`config.mk`:
```
export PLATFORM = sky130hd
export DESIGN_NAME = sat_cnt32
export DESIGN_NICKNAME = d
export VERILOG_FILES = /design/src/rtl/sat_cnt32.sv
export SDC_FILE = /design/constraint.sdc
export NUM_CORES = 1
export LEC_CHECK = 0
export BUFFER_PORTS_ARGS = -buffer_cell sky130_fd_sc_hd__buf_4
export CORE_ASPECT_RATIO = 0.75
export CORE_UTILIZATION = 45
export CTS_BUF_LIST = sky130_fd_sc_hd__clkbuf_16
export CTS_CLUSTER_DIAMETER = 80
export DETAILED_ROUTE_END_ITERATION = 8
export MAX_ROUTING_LAYER = met4
export PLACE_DENSITY_LB_ADDON = 0.25
export SYNTH_ARGS = -nofsm -noshare
export SYNTH_HDL_FRONTEND = slang
export SYNTH_SLANG_ARGS = --single-unit
```
`constraint.sdc`:
```
create_clock -name clk -period 1.9 [get_ports clk]
set_input_delay 0.095 -clock clk [delete_from_list [all_inputs] [get_ports clk]]
set_output_delay 0.095 -clock clk [all_outputs]
set_load 0.1 [all_outputs]
```
`src/rtl/sat_cnt32.sv`:
```
// 32-bit counter that sticks at all-ones instead of wrapping.
//   clk, rst_n : clock and asynchronous active-low reset
//   clear      : synchronous return to zero, wins over inc
//   inc        : count one event
//   count      : current value
module sat_cnt32 (
    input  logic        clk,
    input  logic        rst_n,
    input  logic        clear,
    input  logic        inc,
    output logic [31:0] count
);

    logic [31:0] count_reg;

    always_ff @(posedge clk or negedge rst_n) begin
        if (!rst_n) begin
            count_reg <= '0;
        end else if (clear) begin
            count_reg <= '0;
        end else if (inc && (count_reg != 32'hFFFF_FFFF)) begin
            count_reg <= count_reg + 32'd1;
        end
    end

    assign count = count_reg;

endmodule

```
# Yosys cells after proc, flatten, opt, wreduce, memory -nomap -nowiden
# Cells that the tools add are included.
[totals] ff_bits=32 elab_cells=7
[op_classes] addsub=1 eq_ne=1 n_mux=2 reduce_logical=2
[op_table] cell="$mux 32" count=2
[op_table] cell="$add 32x1->32 const B" count=1
[op_table] cell="$ne 32x32->1 const B" count=1
[op_table] cell="$reduce_bool 2->1" count=1
[op_table] cell="$logic_and 1x1->1" count=1

# Longest topological paths before layout
[logic_depth] word_depth=4 mapped_depth=8 ltp_nobuf=6

# Least setup slack after synthesis
# No wires, ideal clock.
[synth_path] path_type="register to register" from="register count_reg[0] (netlist: count[0])" to="register count_reg[3] (netlist: count[3])" setup_time_ps=125 t_arrival_ps=2554 setup_slack_ps=-779 stages_incl_launch_ff=7 cell_sequence="dfrtp_1 -> ha_1 -> nand4_1 -> nor4_2 -> a31oi_4 -> and3_4 -> mux2_4"
[synth_via] elab_chain_len=3 word_cells_on_any_way=6
[synth_lines] item="start: declaration" line="14" text="logic [31:0] count_reg;"
[synth_lines] item="start signal: assignment" line="22" text="count_reg <= count_reg + 32'd1;"
[synth_lines] item="$add 32x1->32 or $ne 32x32->1 (tied branches)" line="22, 21"
[synth_lines] item="$mux 32 or $logic_and 1x1->1 (tied branches)" line="21" text="end else if (inc && (count_reg != 32'hFFFF_FFFF)) begin"
[synth_lines] item="$mux 32 or $reduce_bool 2->1 (tied branches)"
# Several ways; a longest one is shown, not always the timed one. The select of a mux whose other input is x is not followed.
# A chain may end at the register's enable or synchronous reset.

# Worst setup path after layout
[layout_path] from="register count_reg[16] (netlist: count[16])" to="register count_reg[3] (netlist: count[3])"
[layout_via] elab_chain_len=3
[layout_lines] item="$ne 32x32->1" line="21"
[layout_lines] item="$logic_and 1x1->1" line="21"
[layout_lines] item="$reduce_bool 2->1 (no source line)"
# Every way passes these cells.

==> reports/qor.tcl <==
set qor(outcome) {complete, but fails checks}
set qor(violated_checks) {setup timing}
set qor(htree_num_levels) 2
set qor(grt_usage_pct) 24.01
set qor(timing.final.hold_violations) 0
set qor(layout.core_utilization_pct) 73.98
set qor(die_y_um) 57.59
set qor(period_needed_ns) 1.904
set qor(timing.critical_path.required_ns) 2.06
set qor(startpoint_type) {register}
set qor(timing_worst_setup_path_type) {register to register}
set qor(floorplan.rows) 19
set qor(critical_path_top_delay_cell) {dfrtp_4}
set qor(critPathArrivalTime_ns) 2.06
set qor(post-dp-hpwl_um) 3454
set qor(max_slew.worst_pin.slew_ns) 0.4063
set qor(power.internal_mw) 1.184
set qor(final.hold.worst_slack_ns) 0.2417
set qor(grt_setup_unrepaired) {true}
set qor(drt.antenna.violating_nets) 0
set qor(cts_tree) {yes}
set qor(first_global_vias) 1646
set qor(start_util_pct) 48.75
set qor(power_frac_comb_pct) 7.5
set qor(synth-warning-count) 0
set qor(mostFrequentLayoutCells) {buf_4, nor2_1, dfrtp_4}
set qor(placedCellCount) 317
set qor(vdd.ir_drop.worst_uv) 579.1
set qor(p_sw_share_pct) 22.30
set qor(power.density_cell_area_nw_per_um2) 541.4
set qor(netlist_cell_types) 42
set qor(postSynthRegisterBits) 32
set qor(fmaxAchievable_mhz) 525.2
set qor(tritoncts.num_buffers) 5
set qor(p_sw_mw) 0.3398
set qor(stdcell_count) 327
set qor(layout.cells.most_common) {buf_4}
set qor(die-area_um2) 4384
set qor(power.leakage_nw) 1.205
set qor(design.final.nets) 282
set qor(drc) 0
set qor(boundaryPins) 36
set qor(grt_remaining_overflow) 0
set qor(crit_top_cell) {buf_4}
set qor(wl_um) 4855
set qor(drtIter0Drc) 128
set qor(routedWlPerCell_um) 14.85
set qor(max_ffs_per_register) 32
set qor(slowest_delay_ns) 0.39
set qor(clock_pin_transition_on_the_worst_setup_and_hold_timing_paths_ns) 0.05
set qor(share_clk_of_total_power_pct) 46.9
set qor(drive_gt1_share_pct) 52.73
set qor(share_of_the_clock_period_used_by_the_worst_path_pct) 100.2
set qor(mean_post_synth_cell_area_um2) 9.365
set qor(total_power_mw) 1.524
set qor(tritoncts_num_sinks) 32
set qor(clk-insertion-delay-late_ns) 0.28
set qor(detailedRoute.firstPassIterationCount) 4
set qor(slew-limit-headroom_pct) 72.91
set qor(drv.max_cap_violation_count) 0
set qor(final.setup.worst_slack_ns) -0.004153
set qor(proportion_of_synthesized_chip_area_in_sequential_cells_pct) 43.18
set qor(routed_via_density) 5.563
set qor(globalplace.congestion) 0.8207
set qor(cts-root-buf) {clkbuf_16}
set qor(ctsLongestPathBuffers) 2
set qor(floorplan.core_area_um2) 3804
set qor(path_cells) {nand4_1, buf_4, nor4_4, buf_4, a31oi_4, and3_4, mux2_4}
set qor(crit_fanout) 3
set qor(finClkSkew_ns) 0.003992
set qor(via_count) 1819
set qor(hold_class) {input port to register}
set qor(cp-end-kind) {register}
set qor(first_pass_grt_wire_length_um) 7576
set qor(die_width_um) 76.12
set qor(final_max_slew_viol_count) 0
set qor(pwr-share-seq_pct) 45.6
set qor(synthCells) 198
set qor(synth_area_um2) 1854
set qor(nFillCells) 263
set qor(antennaDiodeCount) 0
set qor(timing.final.setup_violations) 1
set qor(setup_tns_after_final_layout_ns) -0.004153
set qor(grt_max_degree) 41
set qor(area_growth_pct) 51.75
set qor(io_buffer_count) 35
set qor(antenna_found_initial) 0
set qor(synth.net_count) 203
-- through the flow --
stage                     worst slack, ns  cell area, µm²
after global placement           -0.05685            2596
after global routing             -0.06216            2814
after floorplan                   -0.2693            2018
after CTS                        0.009153            2739
after detailed placement          -0.1017            2596
final                           -0.004153            2814
-- synth_stat cells --
cell | n | area share [%]
or4_1 | 3 | 1.2
and4_1 | 1 | 0.47
nand4_1 | 6 | 2.0
nor3_1 | 4 | 1.1
buf_2 | 2 | 0.54
nor2b_1 | 6 | 2.0
a31oi_1 | 1 | 0.34
nand4b_1 | 1 | 0.47
a41oi_1 | 1 | 0.47
nand4_2 | 1 | 0.67
xnor2_1 | 10 | 4.7
a31o_2 | 2 | 0.94
xor2_1 | 3 | 1.4
o211a_1 | 1 | 0.54
and3_1 | 7 | 2.4
dfrtp_1 | 32 | 43
nor4_1 | 4 | 1.3
buf_4 | 1 | 0.41
o21ai_0 | 4 | 1.1
nand3_1 | 12 | 3.2
and3_4 | 1 | 0.61
a21oi_1 | 11 | 3.0
nand2_1 | 11 | 2.2
nor4_2 | 2 | 1.3
mux2i_1 | 1 | 0.54
nand3_2 | 1 | 0.54
a21o_1 | 3 | 1.2
o31ai_1 | 3 | 1.2
a211oi_1 | 5 | 2.0
or3_1 | 5 | 1.7
nand3b_1 | 1 | 0.41
a31oi_4 | 1 | 1.1
mux2_4 | 1 | 0.81
and2_1 | 3 | 1.0
inv_1 | 7 | 1.4
clkbuf_1 | 4 | 0.81
mux2_2 | 5 | 3.0
ha_1 | 1 | 0.67
nand2b_1 | 2 | 0.67
nor2_1 | 26 | 5.3
and4bb_2 | 1 | 0.67
nor4_4 | 1 | 1.1
-- worst paths after layout --
| check | from | endpoint | slack [ns] | cells after the start |
|---|---|---|---|---|
| worst max-delay path | count[16] | count[3] | -0.004 | 7 |
| worst min-delay path | clear | count[9] | 0.24 | 2 |
| worst max register to register | count[16] | count[3] | -0.004 | 7 |
| worst min register to register | count[28] | count[28] | 0.61 | 2 |
| max in group asynchronous | rst_n | count[28] | 1.28 | 2 |
| min in group asynchronous | rst_n | count[3] | 0.29 | 2 |
-- area by class of cell --
class / instances / area [µm²] / area share (%)
inverter: 7 / 26.28 / 0.9337
timing repair buffer: 78 / 591.8 / 21.03
multi-input combinational: 153 / 1105 / 39.26
tap: 52 / 65.06 / 2.312
sequential: 32 / 900.9 / 32.01
clock buffer: 5 / 125.1 / 4.446
-- what timing repair did --
action	CTS	global route
gates cloned	0	1
setup endpoints to repair	8	11
endpoints found under the hold margin	32	0
gates resized for setup	2	10
buffers inserted	0	3
hold buffers	1	0
pin swaps	0	6
-- cells by family (layout without fill, tap and decap cells) --
family / Yosys count / in the layout / share of synthesized area, %
AO/OA/AOI/OAI: 32 / 33 / 11.94
flip-flops: 32 / 32 / 43.18
multiplexers: 7 / 7 / 4.386
XOR/XNOR: 13 / 13 / 6.140
AND/OR/NAND/NOR: 99 / 99 / 30.50
adder cells (fa/ha/maj): 1 / 1 / 0.6747
buffers and inverters: 14 / 90 / 3.172
-- worst max-delay path, delay by kind of cell, from the launching register on --
family          cells  cell delay [ns]
mux                 1             0.28
compound gates      1             0.11
buf+inv             2             0.38
flops               1             0.39
simple gates        3             0.62
-- routing by layer --
layer  track usage, %  up-vias  wire, µm
met5                -        -         0
met4            10.71        0        76
met3            5.760        8       324
met2            34.94       60      2142
met1            32.04      875      2311
li1                 -      876         -
-- power groups by stage --
stage | logic, mW | registers (mW) | clock network, mW
after floorplan | 0.0313 | 0.742 | 0
after global placement | 0.108 | 0.707 | 0
after detailed placement | 0.109 | 0.707 | 0
after CTS | 0.111 | 0.694 | 0.727
after global routing | 0.124 | 0.694 | 0.754
final | 0.114 | 0.695 | 0.715
(Power assumes the default switching activity.)
